===== config.mk =====
export PLATFORM = sky130hd
export DESIGN_NAME = cva6_clic_irq_arbiter
export DESIGN_NICKNAME = d
export VERILOG_FILES = /design/src/rtl/cva6_clic_irq_arbiter.sv
export SDC_FILE = /design/constraint.sdc
export NUM_CORES = 2
export LEC_CHECK = 0
export ABC_AREA = 1
export BUFFER_PORTS_ARGS = -buffer_cell sky130_fd_sc_hd__buf_2
export CORE_AREA = 3 3 331 333
export DETAILED_ROUTE_END_ITERATION = 8
export DIE_AREA = 0 0 334 336
export PLACE_DENSITY = 0.57
export SLEW_MARGIN = 25
export SYNTH_ARGS = -nofsm -noshare
export SYNTH_HDL_FRONTEND = slang
export SYNTH_SLANG_ARGS = --single-unit

===== constraint.sdc =====
create_clock -name clk_i -period 6.14 [get_ports clk_i]
set_input_delay 0.614 -clock clk_i [delete_from_list [all_inputs] [get_ports clk_i]]
set_output_delay 0.614 -clock clk_i [all_outputs]
set_load 0.01 [all_outputs]

===== src/rtl/cva6_clic_irq_arbiter.sv =====
// Interrupt arbiter ahead of the CVA6 CLIC: picks the best pending source, offers it
// over a valid/ready handshake, revokes stale offers via kill req/ack, and pulses a claim.
module cva6_clic_irq_arbiter #(
  parameter int unsigned NumSrc  = 64,
  parameter int unsigned IdWidth = $clog2(NumSrc)
) (
  input  logic                  clk_i,
  input  logic                  rst_i,
  input  logic [NumSrc-1:0]     irq_pending_i,
  input  logic [NumSrc-1:0]     irq_enable_i,
  input  logic [NumSrc*8-1:0]   irq_level_i,
  input  logic [NumSrc*2-1:0]   irq_priv_i,
  output logic [NumSrc-1:0]     irq_claim_o,
  output logic                  clic_irq_valid_o,
  input  logic                  clic_irq_ready_i,
  output logic [IdWidth-1:0]    clic_irq_id_o,
  output logic [7:0]            clic_irq_level_o,
  output logic [1:0]            clic_irq_priv_o,
  output logic                  clic_kill_req_o,
  input  logic                  clic_kill_ack_i
);

  typedef enum logic [1:0] {
    IDLE  = 2'd0,
    OFFER = 2'd1,
    KILL  = 2'd2
  } state_e;

  state_e               state_r;
  state_e               state_next_s;
  logic [NumSrc-1:0]    elig_s;
  logic                 cand_valid_s;
  logic [IdWidth-1:0]   cand_id_s;
  logic [9:0]           cand_rank_s;
  logic [IdWidth-1:0]   id_r;
  logic [7:0]           level_r;
  logic [1:0]           priv_r;
  logic                 load_s;
  logic                 offer_elig_s;
  logic                 better_s;
  logic [NumSrc-1:0]    claim_s;

  // Per-source eligibility; privilege encoding 2 is reserved and never wins
  always_comb begin
    elig_s = {NumSrc{1'b0}};
    for (int i = 0; i < int'(NumSrc); i++) begin
      elig_s[i] = irq_pending_i[i] & irq_enable_i[i]
                & (irq_level_i[8*i +: 8] != 8'd0)
                & (irq_priv_i[2*i +: 2] != 2'd2);
    end
  end

  // Highest {priv, level}; strict compare in ascending order keeps the lowest ID on ties
  always_comb begin
    cand_valid_s = 1'b0;
    cand_id_s    = {IdWidth{1'b0}};
    cand_rank_s  = 10'd0;
    for (int i = 0; i < int'(NumSrc); i++) begin
      if (elig_s[i] && (!cand_valid_s ||
          ({irq_priv_i[2*i +: 2], irq_level_i[8*i +: 8]} > cand_rank_s))) begin
        cand_valid_s = 1'b1;
        cand_id_s    = IdWidth'(i);
        cand_rank_s  = {irq_priv_i[2*i +: 2], irq_level_i[8*i +: 8]};
      end else begin
        cand_valid_s = cand_valid_s;
      end
    end
  end

  assign offer_elig_s = elig_s[id_r];
  assign better_s     = cand_valid_s && (cand_rank_s > {priv_r, level_r});

  // Next-state, offer load strobe and claim pulse
  always_comb begin
    state_next_s = state_r;
    load_s       = 1'b0;
    claim_s      = {NumSrc{1'b0}};
    case (state_r)
      IDLE: begin
        if (cand_valid_s) begin
          load_s       = 1'b1;
          state_next_s = OFFER;
        end else begin
          state_next_s = IDLE;
        end
      end
      OFFER: begin
        if (clic_irq_ready_i) begin
          claim_s      = {{(NumSrc-1){1'b0}}, 1'b1} << id_r;
          state_next_s = IDLE;
        end else if (!offer_elig_s || better_s) begin
          state_next_s = KILL;
        end else begin
          state_next_s = OFFER;
        end
      end
      KILL: begin
        // A late accept still wins over the revoke acknowledgement
        if (clic_irq_ready_i) begin
          claim_s      = {{(NumSrc-1){1'b0}}, 1'b1} << id_r;
          state_next_s = IDLE;
        end else if (clic_kill_ack_i) begin
          state_next_s = IDLE;
        end else begin
          state_next_s = KILL;
        end
      end
      default: begin
        state_next_s = IDLE;
      end
    endcase
  end

  // State register
  always_ff @(posedge clk_i or posedge rst_i) begin
    if (rst_i) begin
      state_r <= IDLE;
    end else begin
      state_r <= state_next_s;
    end
  end

  // Offer registers, frozen from IDLE->OFFER until the return to IDLE
  always_ff @(posedge clk_i or posedge rst_i) begin
    if (rst_i) begin
      id_r    <= {IdWidth{1'b0}};
      level_r <= 8'd0;
      priv_r  <= 2'd0;
    end else if (load_s) begin
      id_r    <= cand_id_s;
      level_r <= cand_rank_s[7:0];
      priv_r  <= cand_rank_s[9:8];
    end else begin
      id_r    <= id_r;
      level_r <= level_r;
      priv_r  <= priv_r;
    end
  end

  assign clic_irq_valid_o = (state_r == OFFER);
  assign clic_kill_req_o  = (state_r == KILL);
  assign clic_irq_id_o    = id_r;
  assign clic_irq_level_o = level_r;
  assign clic_irq_priv_o  = priv_r;
  assign irq_claim_o      = claim_s;

endmodule

==> flow_metrics.env <==
export IMPL_status="finished, violations left"
export IMPL_violations="slew limit, setup timing"
export IMPL_max_freq_mhz=11.32
export IMPL_path_clk_slew_ps=70
export IMPL_synth_distinct_cells=70
export IMPL_ys_warn_count=0
export IMPL_crit_path_end_kind="flip-flop"
export IMPL_synthArstFlopShare_pct=100.0
export IMPL_grt_max_degree=33
export IMPL_layout_setup_ws_ps=-82210
export IMPL_cts_tree="done"
export IMPL_crit_arrival_ps=88540
export IMPL_drt_first_pass_iters=5
export IMPL_ant_nets=0
export IMPL_via_count=45971
export IMPL_synth_fp_nets=6315
export IMPL_crit_top_cell="nand2_1"
export IMPL_areaGrowthSynthToFinish_pct=95.56
export IMPL_wl_met2_mm=85.27
export IMPL_r2r_slack_ps=2450
export IMPL_final_setup_viol_count=18
export IMPL_antenna_found_initial=120
export IMPL_cts_buffers=3
export IMPL_first_global_vias=44396
export IMPL_final_common_cell="buf_4"
export IMPL_slew_violations=8
export IMPL_yosysTopAreaCellShare_pct=25.42
export IMPL_worstReg2RegStart="clic_irq_id_o[1]"
export IMPL_grt_first_pass_wirelength_mm=249.8
export IMPL_initial_utilization_pct=27.03
export IMPL_dp_hpwl_mm=144.8
export IMPL_drtIter0Drc=2382
export IMPL_fin_crit_ps=88350
export IMPL_fillers=10214
export IMPL_track_usage_pct=28.30
export IMPL_drt_total_wl_mm=175.2
export IMPL_yosysSeqAreaShare_pct=1.559
export IMPL_path_max_fanout=8
export IMPL_syn_inst=4956
export IMPL_holdWs_ps=511.0
export IMPL_critPathLaunchType="input port"
export IMPL_crit_start="irq_pending_i[0]"
export IMPL_post_route_period_util_pct=1439
export IMPL_synth_edf_count=0
export IMPL_place_area_um2=46400
export IMPL_io_buffer_count=853
export IMPL_wl_met3_mm=12.58
export IMPL_worstMarginPinSlew_ps=1547
export IMPL_synth_ff_type="dfrtp_1"
export IMPL_slew_headroom_pct=-3.135
export IMPL_routedWlPerCell_um=19.14
export IMPL_m1WireLength_mm=68.04
export IMPL_vias_per_cell=5.024
export IMPL_yosys_area_top_type="ha_1"
export IMPL_core_rowCount=120
export IMPL_io_pins=854
export IMPL_critPathKind="in -> reg"
export IMPL_fin_skew_ps=4.392
export IMPL_holdBufCountCts=0
export IMPL_syn_area_per_cell_um2=5.830
export IMPL_dieWidth_um=334
export IMPL_max_cap_violations=0
export IMPL_required_ps=6330
export IMPL_synthesis_area_um2=28900
export IMPL_cts_num_sinks=18
export IMPL_worstReg2RegEnd="state_r[1]"
export IMPL_clock_path_buffers=2
export IMPL_final_net_count=9030
export IMPL_die_h_um=336
export IMPL_rsz0062_at_grt="true"
export IMPL_ys_top_cells_by_area="ha_1 25%, nand2_1 17%, o21ai_0 10%"
export IMPL_dieArea_um2=112200
export IMPL_insertion_delay_ps=260
export IMPL_ys_ff_latch=18
export IMPL_cts_root_buf="clkbuf_16"
export IMPL_drc_errors=0
export IMPL_mostFrequentLayoutCells="1820 x buf_4, 1018 x nand2_1, 852 x buf_2"
export IMPL_critPathMaxStageDelay_ps=490
export IMPL_h_tree_depth=1
export IMPL_finalHoldViolCount=0
export IMPL_rr_worst_depth=13
export IMPL_fin_area_um2=56510
export IMPL_core_um2=106900
export IMPL_layout_drive_gt1_share_pct=54.04
export IMPL_gp_congestion=0.9760
export IMPL_grt_overflow_total=0
export IMPL_cp_slowest_cell="o21ai_0"
export IMPL_place_ws_ps=-88180
export IMPL_topRoutingLayerUsed="met5"
export IMPL_hp_class="in -> async"
export IMPL_tns_ps=-1461380
routing by layer:
| metal | vias to the layer above | global-route usage (%) |
|---|---|---|
| met5 | - | 0 |
| met4 | 56 | 11.83 |
| met3 | 471 | 5.544 |
| met2 | 1616 | 51.02 |
| met1 | 21177 | 32.53 |
| li1 | 22651 | - |
critical path, delay by kind of cell:
family | cells | cell delay, ps
compound gates | 172 | 22640
buf+inv | 125 | 13850
simple gates | 723 | 62400
fa+ha+maj | 89 | 24850
final cells by class:
class | count | area, µm² | share of cell area, %
timing repair buffer | 2793 | 19430 | 34.38
tap | 1403 | 1755 | 3.107
sequential | 18 | 451.7 | 0.7993
clock buffer | 4 | 88.84 | 0.1572
multi-input combinational | 4204 | 32060 | 56.73
antenna | 77 | 192.7 | 0.3410
inverter | 651 | 2534 | 4.484
sequential cells by signal, indices dropped and copies added (netlist names):
| signal | cells |
|---|---|
| clic_irq_level_o | 8 |
| clic_irq_id_o | 6 |
| clic_irq_priv_o | 2 |
| state_r | 2 |
metrics by stage:
stage,instances,util [%]
6_report,9150,52.86
5_1_grt,9117,52.78
4_1_cts,8938,48.26
3_5_place_dp,8655,43.40
3_3_place_gp,8655,43.40
2_1_floorplan,4956,-
cells in the mapped netlist, drive strengths merged (2+ instances only):
master      n
clkinv      8
o31ai       2
o221ai      2
bufinv      2
a221oi     60
o21bai     19
o211ai     40
nand4     138
nand2    1502
clkbuf     66
buf        75
nand3     330
nand3b     17
a211oi     34
nor3b      19
o41ai       3
and2       20
dfrtp      18
nor3       17
or2        22
o21a        9
a41oi       5
and3       11
a22oi       4
o2111ai     2
a21oi     191
a21o       10
nor2      333
inv       641
a31oi       3
ha        587
a211o      12
nor4      127
a22o        6
o21ai     612
cells by family after synthesis:
group	after synthesis	share of synthesized area, %
simple gates	2537	40.10
compound gates	1019	20.22
buf+inv	795	12.70
fa+ha+maj	587	25.42
flops	18	1.559
worst max path at each step:
stage	cells past startpoint	endpoint	slack, ps
finish	1109	state_r[0]	-82210
global route	1109	state_r[0]	-88740
CTS	1114	state_r[1]	-80480
detailed placement	1132	state_r[1]	-88180
global placement	1169	state_r[0]	-86500
floorplan	1171	state_r[0]	-77900
repair_timing:
item,CTS,global route
resized for setup,864,786
endpoints found under the setup margin,18,18
pin swaps,405,591
setup buffers,216,134
gates cloned,65,3
Power is not shown: default switching activity piles up to over one toggle a cycle in this logic, so the estimate is an artifact.
